===== src/rtl/datamem_master_if.sv =====
// Request, write/read data and shared-bus signals between datamem_master and its core/memory side.
interface datamem_master_if;
    logic       req_valid;
    logic       req_ready;
    logic       req_write;
    logic [7:0] req_addr;
    logic [3:0] req_len;
    logic [7:0] wr_data;
    logic       wr_ready;
    logic [7:0] rd_data;
    logic       rd_valid;
    logic       done;
    logic       err;
    logic [7:0] bus_in;
    logic [7:0] bus_out;
    logic       bus_drive;
    logic       c_memaddr;
    logic       c_datawrite;
    logic       c_dataread;

    modport master (
        input  req_valid, req_write, req_addr, req_len, wr_data, bus_in,
        output req_ready, wr_ready, rd_data, rd_valid, done, err,
               bus_out, bus_drive, c_memaddr, c_datawrite, c_dataread
    );

    modport slave (
        output req_valid, req_write, req_addr, req_len, wr_data, bus_in,
        input  req_ready, wr_ready, rd_data, rd_valid, done, err,
               bus_out, bus_drive, c_memaddr, c_datawrite, c_dataread
    );
endinterface


===== src/rtl/datamem_master.sv =====
// Burst initiator for the 8-bit data memory: address phase then data phase per beat.
// Define DATAMEM_MASTER_WRAP_EN to let bursts wrap 0xFF->0x00 instead of truncating with err.
module datamem_master (
    input  logic               clk,
    input  logic               reset,
    datamem_master_if.master   dm
);
`ifdef DATAMEM_MASTER_WRAP_EN
    localparam bit WrapEn = 1'b1;
`else
    localparam bit WrapEn = 1'b0;
`endif

    typedef enum logic [1:0] {IDLE, ADDR, DATA, DONE} state_t;

    state_t     state;
    logic       write_q;
    logic [7:0] cur_addr;
    logic [3:0] beats_left;
    logic [7:0] addr_out;
    logic [7:0] rd_data_q;
    logic       req_ready_q, wr_ready_q, rd_valid_q, done_q, err_q;
    logic       drive_q, memaddr_q, datawrite_q, dataread_q;
    logic       at_top;

    assign at_top = !WrapEn && (cur_addr == 8'hFF);

    // Outputs are registered for the state being entered; only the write-data mux is combinational
    // because wr_data is consumed in the same cycle it is presented.
    always_ff @(posedge clk or posedge reset) begin
        if (reset) begin
            state       <= IDLE;
            write_q     <= 1'b0;
            cur_addr    <= '0;
            beats_left  <= '0;
            addr_out    <= '0;
            rd_data_q   <= '0;
            req_ready_q <= 1'b1;
            wr_ready_q  <= 1'b0;
            rd_valid_q  <= 1'b0;
            done_q      <= 1'b0;
            err_q       <= 1'b0;
            drive_q     <= 1'b0;
            memaddr_q   <= 1'b0;
            datawrite_q <= 1'b0;
            dataread_q  <= 1'b0;
        end else begin
            req_ready_q <= 1'b0;
            wr_ready_q  <= 1'b0;
            rd_valid_q  <= 1'b0;
            done_q      <= 1'b0;
            err_q       <= 1'b0;
            drive_q     <= 1'b0;
            memaddr_q   <= 1'b0;
            datawrite_q <= 1'b0;
            dataread_q  <= 1'b0;
            addr_out    <= '0;
            case (state)
                IDLE: begin
                    if (dm.req_valid) begin
                        write_q    <= dm.req_write;
                        cur_addr   <= dm.req_addr;
                        beats_left <= dm.req_len;
                        state      <= ADDR;
                        drive_q    <= 1'b1;
                        memaddr_q  <= 1'b1;
                        addr_out   <= dm.req_addr;
                    end else begin
                        req_ready_q <= 1'b1;
                    end
                end
                ADDR: begin
                    state <= DATA;
                    if (write_q) begin
                        drive_q     <= 1'b1;
                        datawrite_q <= 1'b1;
                        wr_ready_q  <= 1'b1;
                    end else begin
                        dataread_q <= 1'b1;
                    end
                end
                DATA: begin
                    if (!write_q) begin
                        rd_data_q  <= dm.bus_in;
                        rd_valid_q <= 1'b1;
                    end
                    if (beats_left == 4'd0 || at_top) begin
                        state  <= DONE;
                        done_q <= 1'b1;
                        err_q  <= (beats_left != 4'd0);
                    end else begin
                        beats_left <= beats_left - 4'd1;
                        cur_addr   <= cur_addr + 8'd1;
                        state      <= ADDR;
                        drive_q    <= 1'b1;
                        memaddr_q  <= 1'b1;
                        addr_out   <= cur_addr + 8'd1;
                    end
                end
                DONE: begin
                    state       <= IDLE;
                    req_ready_q <= 1'b1;
                end
                default: state <= IDLE;
            endcase
        end
    end

    assign dm.req_ready   = req_ready_q;
    assign dm.wr_ready    = wr_ready_q;
    assign dm.rd_data     = rd_data_q;
    assign dm.rd_valid    = rd_valid_q;
    assign dm.done        = done_q;
    assign dm.err         = err_q;
    assign dm.bus_drive   = drive_q;
    assign dm.c_memaddr   = memaddr_q;
    assign dm.c_datawrite = datawrite_q;
    assign dm.c_dataread  = dataread_q;
    assign dm.bus_out     = datawrite_q ? dm.wr_data : addr_out;
endmodule


===== src/flat_wrapper.sv =====
// flat-port wrapper written by rule: the top's interface ports become plain ports
module datamem_master_flat 
  (clk, reset, dm_req_valid, dm_req_write, dm_req_addr, dm_req_len, dm_wr_data, dm_bus_in, dm_req_ready, dm_wr_ready, dm_rd_data, dm_rd_valid, dm_done, dm_err, dm_bus_out, dm_bus_drive, dm_c_memaddr, dm_c_datawrite, dm_c_dataread);
  datamem_master_if dm_i ();
  input  logic clk;
  input  logic reset;
  input wire logic [$bits(dm_i.req_valid)-1:0] dm_req_valid;
  input wire logic [$bits(dm_i.req_write)-1:0] dm_req_write;
  input wire logic [$bits(dm_i.req_addr)-1:0] dm_req_addr;
  input wire logic [$bits(dm_i.req_len)-1:0] dm_req_len;
  input wire logic [$bits(dm_i.wr_data)-1:0] dm_wr_data;
  input wire logic [$bits(dm_i.bus_in)-1:0] dm_bus_in;
  output wire logic [$bits(dm_i.req_ready)-1:0] dm_req_ready;
  output wire logic [$bits(dm_i.wr_ready)-1:0] dm_wr_ready;
  output wire logic [$bits(dm_i.rd_data)-1:0] dm_rd_data;
  output wire logic [$bits(dm_i.rd_valid)-1:0] dm_rd_valid;
  output wire logic [$bits(dm_i.done)-1:0] dm_done;
  output wire logic [$bits(dm_i.err)-1:0] dm_err;
  output wire logic [$bits(dm_i.bus_out)-1:0] dm_bus_out;
  output wire logic [$bits(dm_i.bus_drive)-1:0] dm_bus_drive;
  output wire logic [$bits(dm_i.c_memaddr)-1:0] dm_c_memaddr;
  output wire logic [$bits(dm_i.c_datawrite)-1:0] dm_c_datawrite;
  output wire logic [$bits(dm_i.c_dataread)-1:0] dm_c_dataread;
  assign dm_i.req_valid = dm_req_valid;
  assign dm_i.req_write = dm_req_write;
  assign dm_i.req_addr = dm_req_addr;
  assign dm_i.req_len = dm_req_len;
  assign dm_i.wr_data = dm_wr_data;
  assign dm_i.bus_in = dm_bus_in;
  assign dm_req_ready = dm_i.req_ready;
  assign dm_wr_ready = dm_i.wr_ready;
  assign dm_rd_data = dm_i.rd_data;
  assign dm_rd_valid = dm_i.rd_valid;
  assign dm_done = dm_i.done;
  assign dm_err = dm_i.err;
  assign dm_bus_out = dm_i.bus_out;
  assign dm_bus_drive = dm_i.bus_drive;
  assign dm_c_memaddr = dm_i.c_memaddr;
  assign dm_c_datawrite = dm_i.c_datawrite;
  assign dm_c_dataread = dm_i.c_dataread;
  datamem_master u_core (.clk(clk), .reset(reset), .dm(dm_i));
endmodule

===== config.mk =====
export PLATFORM = sky130hd
export DESIGN_NAME = datamem_master_flat
export DESIGN_NICKNAME = d
export VERILOG_FILES = /design/src/rtl/datamem_master_if.sv /design/src/rtl/datamem_master.sv /design/src/flat_wrapper.sv
export SDC_FILE = /design/constraint.sdc
export NUM_CORES = 1
export LEC_CHECK = 0
export BUFFER_PORTS_ARGS = -buffer_cell sky130_fd_sc_hd__clkbuf_2
export CORE_MARGIN = 3
export CORE_UTILIZATION = 53
export CTS_BUF_LIST = sky130_fd_sc_hd__clkbuf_16
export DETAILED_ROUTE_END_ITERATION = 6
export GPL_TIMING_DRIVEN = 0
export PLACE_DENSITY = 0.8
export SYNTH_ARGS = -nofsm -noshare
export SYNTH_HDL_FRONTEND = slang
export SYNTH_SLANG_ARGS = --single-unit

===== constraint.sdc =====
create_clock -name clk -period 2.1 [get_ports clk]
set_input_delay 0.105 -clock clk [delete_from_list [all_inputs] [get_ports clk]]
set_output_delay 0.105 -clock clk [all_outputs]
set_load 0.02 [all_outputs]

* Yosys cells after proc, flatten, opt, wreduce, memory -nomap -nowiden *
Cells that the tools add are included.

word-level totals
  output and inout bits = 25
  flip-flop bits (word level) = 39
  bits of input ports = 32

operators by class
  bitwise operators = 1
  equality and inequality tests = 6
  add/sub/neg operators = 2
  muxes and demuxes = 28
  reduce and logical (&&, ||, !) cells = 8

operators with widths
  kind                                               number
  two-way mux 8 bit                                  5
  one-hot mux 8 bit (2 select lines)                 2
  two-way mux 1 bit                                  12
  adder 8 x 1 -> 8 bit (second input constant)       1
  == test 8 bit (second input constant)              1
  two-way mux 4 bit                                  2
  one-hot mux 2 bit (4 select lines)                 1
  one-hot mux 4 bit (2 select lines)                 1
  == test 2 bit (second input constant)              2
  logical NOT 4 bit                                  1
  two-way mux 2 bit                                  2
  != test 2 bit (second input constant)              2
  one-hot mux 1 bit (2 select lines)                 2
  AND reduction 2 bit                                2
  nonzero test 4 bit                                 1
  subtractor 4 x 1 -> 4 bit (second input constant)  1
  one-hot mux 1 bit (3 select lines)                 1
  AND reduction 3 bit                                1
  == test 2 x 1 -> 1 bit (second input constant)     1
  logical NOT 2 bit                                  1
  nonzero test 2 bit                                 1
  logical OR 1 bit                                   1
  inverter 1 bit                                     1

* Longest topological paths before layout *
  depth after elaboration = 4
  gate-level depth with buffers = 8
  depth with buffers taken out = 6

* Worst setup path before layout *
Ideal clock, no wire load.

  path type = reg-to-reg
  start = reg u_core.beats_left[0]
  end = reg u_core.cur_addr[2]
  slack = 0.299 ns
  stages on the path, launching flop included = 8
  required time = 1.969 ns
  period minus slack after synthesis = 1.801 ns
  arrival time = 1.669 ns
  cells stage by stage = dfrtp_1 inv_1 ha_1 or3b_1 buf_6 o211ai_4 nor4b_2 or3_1

on the way
  cells in the longest elaborated chain, start to end = 4

ends and longest elaborated chain
  what                           line                  source
  start: declaration             datamem_master.sv:19  logic [3:0] beats_left;
  start signal: assignment       datamem_master.sv:63  beats_left <= dm.req_len;
  start signal: assignment       datamem_master.sv:92  beats_left <= beats_left - 4'd1;
  logical NOT 4 bit              datamem_master.sv:87  if (beats_left == 4'd0 || at_top) begin
  logical OR 1 bit               datamem_master.sv:87
  != test 2 bit (no line)        --
  AND reduction 3 bit (no line)  --
  end signal: assignment         datamem_master.sv:62  cur_addr <= dm.req_addr;
  end signal: assignment         datamem_master.sv:93  cur_addr <= cur_addr + 8'd1;
  end: declaration               datamem_master.sv:18  logic [7:0] cur_addr;

Every way passes these cells.
A chain may end at the register's enable or synchronous reset.

* Final worst setup path *
  start = reg u_core.beats_left[0]
  end = reg u_core.cur_addr[1]

Same word-level chain as after synthesis.

==> report_table.html <==
<table>
<tr><th>Metric</th><th>Value</th></tr>
<tr><th colspan="2">Global route</th></tr>
<tr><td>Via count of the first global-routing pass</td><td>1818</td></tr>
<tr><td>Overflow after GRT</td><td>0</td></tr>
<tr><td>Maximum number of pins on one net before global-route repair</td><td>40</td></tr>
<tr><td>First-pass GRT wire length</td><td>8.67 mm</td></tr>
<tr><td>Antenna violations before repair</td><td>0</td></tr>
<tr><td>Total GRT Usage</td><td>0.227</td></tr>
<tr><th colspan="2">Logic synthesis</th></tr>
<tr><td>Cell Area, Synth</td><td>between 0.002 and 0.0025 mm^2</td></tr>
<tr><td>Top_reg_cell synth</td><td>dfrtp_1</td></tr>
<tr><td>Post-Synthesis Mean Instance Area</td><td>around 11 um^2</td></tr>
<tr><td>Post-synth EDFFs</td><td>0</td></tr>
<tr><td>Gate count after technology mapping</td><td>a little over 200</td></tr>
<tr><td>Flip-flop and latch count after synthesis</td><td>39</td></tr>
<tr><td>Warning count from the yosys run</td><td>0</td></tr>
<tr><td>Net count after synthesis</td><td>around 250</td></tr>
<tr><td>Area share of the largest cell type after synthesis</td><td>0.431</td></tr>
<tr><td>Share of synthesized registers carrying an async set or reset</td><td>1.00</td></tr>
<tr><td>Sequential element share of the synthesized area</td><td>0.443</td></tr>
<tr><td>Area leader, netlist</td><td>dfrtp_1</td></tr>
<tr><td>Top post-synthesis cells by area</td><td>dfrtp_1 43%, mux2_2 8.7%, ha_1 4.0%</td></tr>
<tr><td>Synth unique cells</td><td>57</td></tr>
<tr><th colspan="2">Timing</th></tr>
<tr><td>Summed negative setup slack over all endpoints</td><td>0 ns</td></tr>
<tr><td>Setup violators final</td><td>0</td></tr>
<tr><td>Min setup slack post-route</td><td>0.110 ns</td></tr>
<tr><td>Pins Over Slew Limit</td><td>0</td></tr>
<tr><td>RSZ-0062 raised after global routing</td><td>no</td></tr>
<tr><td>Clock period minus worst slack</td><td>slightly below 2 ns</td></tr>
<tr><td>Clock Skew</td><td>~0.0035 ns</td></tr>
<tr><td>Share of the clock period used by the worst path</td><td>0.948</td></tr>
<tr><td>Final Hold Violating Endpoints</td><td>0</td></tr>
<tr><td>Normalized max-slew margin</td><td>0.462</td></tr>
<tr><td>Slew at the pin with the worst max-slew slack</td><td>0.806 ns</td></tr>
<tr><td>Highest achievable clock rate</td><td>just over 500 MHz</td></tr>
<tr><th colspan="2">Critical path</th></tr>
<tr><td>Worst path bufs/invs</td><td>2</td></tr>
<tr><td>Arrival @ worst endpoint</td><td>~2.2 ns</td></tr>
<tr><td>CP startpoint kind</td><td>flip-flop</td></tr>
<tr><td>Worst-path fanout max</td><td>9</td></tr>
<tr><td>Delay of the slowest critical-path stage</td><td>~0.4 ns</td></tr>
<tr><td>Worst Path Class, Setup</td><td>reg2reg</td></tr>
<tr><td>Worst path cell trace</td><td>inv_1 -&gt; ha_1 -&gt; or3b_1 -&gt; buf_6 -&gt; o211ai_4 -&gt; a21oi_4 -&gt; mux2_4</td></tr>
<tr><td>Kind of cell adding the most delay to the critical path</td><td>flip-flops</td></tr>
<tr><td>Required time of the critical path</td><td>roughly 2.3 ns</td></tr>
<tr><td>Worst reg-to-reg path cell count</td><td>7</td></tr>
<tr><td>CP Depth</td><td>7</td></tr>
<tr><td>Type of destination of the critical path</td><td>flip-flop</td></tr>
<tr><td>Critical-path cell with the highest stage delay</td><td>dfrtp_1</td></tr>
<tr><th colspan="2">Layout</th></tr>
<tr><td>Combined area of the multi-input logic cells</td><td>around 0.0011 mm^2</td></tr>
<tr><td>Post-route insts no fill</td><td>about 320</td></tr>
<tr><td>Layout Area Growth over Synthesis</td><td>23.2%</td></tr>
<tr><td># nets final</td><td>between 300 and 400</td></tr>
<tr><td>Share of cells above drive strength 1</td><td>0.388</td></tr>
<tr><td>Filler cell count</td><td>around 300</td></tr>
<tr><td>Register area</td><td>about 980 um^2</td></tr>
<tr><td>Cell area after layout</td><td>between 0.002 and 0.003 mm^2</td></tr>
<tr><td>Number of diodes</td><td>0</td></tr>
<tr><th colspan="2">Placed design</th></tr>
<tr><td>Routability-driven placement congestion ratio</td><td>0.876</td></tr>
<tr><td>Quantity of I/O buffers inserted on ports</td><td>55</td></tr>
<tr><td>Placed Instance Area</td><td>roughly 0.0025 mm^2</td></tr>
<tr><td>HPWL after detailed placement</td><td>3.85 mm</td></tr>
<tr><td>Placed Cells</td><td>310</td></tr>
<tr><td>Worst setup timing slack at the placement stage</td><td>roughly 0.070 ns</td></tr>
<tr><th colspan="2">CTS</th></tr>
<tr><td>Clock tree from TritonCTS</td><td>yes</td></tr>
<tr><td>Reg clk slew, reported paths</td><td>0.06 ns</td></tr>
<tr><td>Total clock sinks</td><td>39</td></tr>
<tr><td>Root buffer selected by CTS</td><td>clkbuf_16</td></tr>
<tr><td>Clock latency at the later pin of the worst-skew pair</td><td>0.28 ns</td></tr>
<tr><td>Clock Tree Buf Depth</td><td>2</td></tr>
<tr><td>TritonCTS Buffers</td><td>5</td></tr>
<tr><td>Depth of the CTS H-tree</td><td>2</td></tr>
<tr><th colspan="2">Pwr</th></tr>
<tr><td>PnR Total Power</td><td>about 4.4 mW</td></tr>
<tr><td>Static Leakage</td><td>between 1 and 1.5 nW</td></tr>
<tr><td>VDD IR-drop max</td><td>0.889 mV</td></tr>
<tr><td>Pwr Density</td><td>1630 mW/mm^2</td></tr>
<tr><th colspan="2">Flow run</th></tr>
<tr><td>Max-cap violation count</td><td>0</td></tr>
<tr><th colspan="2">Floorplanning</th></tr>
<tr><td>Core Rows</td><td>22</td></tr>
<tr><td>Die area</td><td>~0.005 mm^2</td></tr>
<tr><td>Die extent in y</td><td>between 70 and 80 um</td></tr>
<tr><td>Die outline width</td><td>70.5 um</td></tr>
<tr><td>I/O pin count</td><td>57</td></tr>
<tr><td>Starting utilization of the core area</td><td>0.576</td></tr>
<tr><td>Core outline area</td><td>between 0.003 and 0.004 mm^2</td></tr>
<tr><th colspan="2">Drt</th></tr>
<tr><td>Antenna violation net count after detailed routing</td><td>0</td></tr>
<tr><td>DR vias/cell</td><td>roughly 5.8</td></tr>
<tr><td>DRC violation count after routing</td><td>0</td></tr>
<tr><td>Routed vias</td><td>approximately 1900</td></tr>
<tr><td>Starting DRT DRC Count</td><td>approximately 120</td></tr>
<tr><td>Routed wire length</td><td>around 5.3 mm</td></tr>
<tr><td>Number of optimization iterations in the first detailed-route pass</td><td>4</td></tr>
<tr><td>Average wire per standard cell</td><td>16.4 um</td></tr>
<tr><th colspan="2">Min path</th></tr>
<tr><td>Kind of path behind the tightest hold check</td><td>in2reg</td></tr>
<tr><td>Cell count of the worst hold path</td><td>3</td></tr>
<tr><th colspan="2">Status</th></tr>
<tr><td>Result of the run</td><td>finished, final reports clean</td></tr>
</table>
==> cell usage in the layout, fill, tap and decap left out, drive strengths merged, types with 2 or more instances in the layout <==
cell,count
nand2,23
ha,7
o22ai,2
inv,10
nor2b,3
and4,2
mux2,18
mux2i,4
clkbuf,64
o31ai,2
a21oi,5
nor2,6
xor2,2
dfrtp,38
o21ai,18
a211o,2
xnor2,3
a22o,2
nand4,4
clkinv,2
buf,12
o211ai,2
nor3,8
nand3,5
nand2b,4
a211oi,2
a31oi,2
o2bb2ai,2
==> synth_stat cells, types with 4 or more instances <==
| cell | n |
|---|---|
| a21oi_1 | 4 |
| buf_6 | 6 |
| dfrtp_1 | 38 |
| ha_1 | 7 |
| inv_1 | 10 |
| mux2_2 | 17 |
| mux2i_1 | 4 |
| nand2_1 | 23 |
| nand2b_1 | 4 |
| nand3_1 | 5 |
| nor2_1 | 5 |
| nor3_1 | 8 |
| o21ai_0 | 17 |
==> worst min-delay path, stage by stage <==
cell	delay [ns]
clkbuf_2	0.08
nand2_1	0.05
nand2_1	0.06
==> metal layers <==
layer  GRT usage  vias to the layer above  wire length [um]
li1            -                      870                 -
met1       0.288                      893              2130
met2       0.366                       80              2660
met3      0.0547                        8               380
met4       0.102                        0                82
met5           0                        -                 0
==> registers in the layout, summed over array words and instances, names as in the netlist <==
| name | count |
|---|---|
| u_core.addr_out | 8 |
| u_core.cur_addr | 8 |
| u_core.dm.rd_data | 8 |
| u_core.beats_left | 4 |
| u_core.state | 2 |
| u_core.dm.bus_drive | 1 |
| u_core.dm.c_dataread | 1 |
| u_core.dm.c_memaddr | 1 |
| u_core.dm.done | 1 |
| u_core.dm.err | 1 |
| u_core.dm.rd_valid | 1 |
| u_core.dm.req_ready | 1 |
| u_core.dm.wr_ready | 1 |
| u_core.write_q | 1 |
==> per-stage QoR <==
| stage | utilization | hold WS, ns |
|---|---|---|
| 3_3_place_gp | 0.664 | 0.301 |
| 2_1_floorplan | - | 0.210 |
| 4_1_cts | 0.703 | 0.0499 |
| 5_1_grt | 0.710 | 0.0584 |
| 3_5_place_dp | 0.664 | 0.292 |
| 6_report | 0.710 | 0.0525 |
==> power breakdown <==
part	internal (mW)	switching, mW
Sequential	1.10	0.193
Combinational	1.02	1.41
Clock	0.431	0.283
Total	2.55	1.89
==> logic make-up after synthesis <==
group / synth area share
fa+ha+maj: 0.0397
simple gates: 0.162
buf+inv: 0.0704
mux: 0.112
flops: 0.443
compound gates: 0.153
xor+xnor: 0.0199
==> worst paths after layout <==
kind	end	slack, ns	startpoint
min in group asynchronous	u_core.cur_addr[0]$_DFFE_PP0P_	0.53	reset
min reg2reg	u_core.dm.rd_data[7]$_DFFE_PP0P_	0.50	u_core.dm.rd_data[7]$_DFFE_PP0P_
min	u_core.write_q$_DFFE_PP0P_	0.05	dm_req_write
max reg2reg	u_core.cur_addr[1]$_DFFE_PP0P_	0.11	u_core.beats_left[0]$_DFFE_PP0P_
max	u_core.cur_addr[1]$_DFFE_PP0P_	0.11	u_core.beats_left[0]$_DFFE_PP0P_
max in group asynchronous	u_core.dm.rd_data[6]$_DFFE_PP0P_	1.06	reset
==> what timing repair did <==
| action | in CTS | in global routing |
|---|---|---|
| endpoints found under the setup margin | 0 | 9 |
| buffers inserted | 0 | 3 |
| endpoints found under the hold margin | 38 | 0 |
| hold buffers | 1 | 0 |
| gates resized for setup | 0 | 3 |
==> layout make-up <==
type	count	area share
buffer	13	0.0424
clock buffer	5	0.0461
clock inverter	3	0.00553
inverter	10	0.0138
multi-input combinational	144	0.397
sequential	39	0.360
tap	48	0.0221
timing repair buffer	59	0.113
Note: power is estimated with default switching activity, not from simulation.
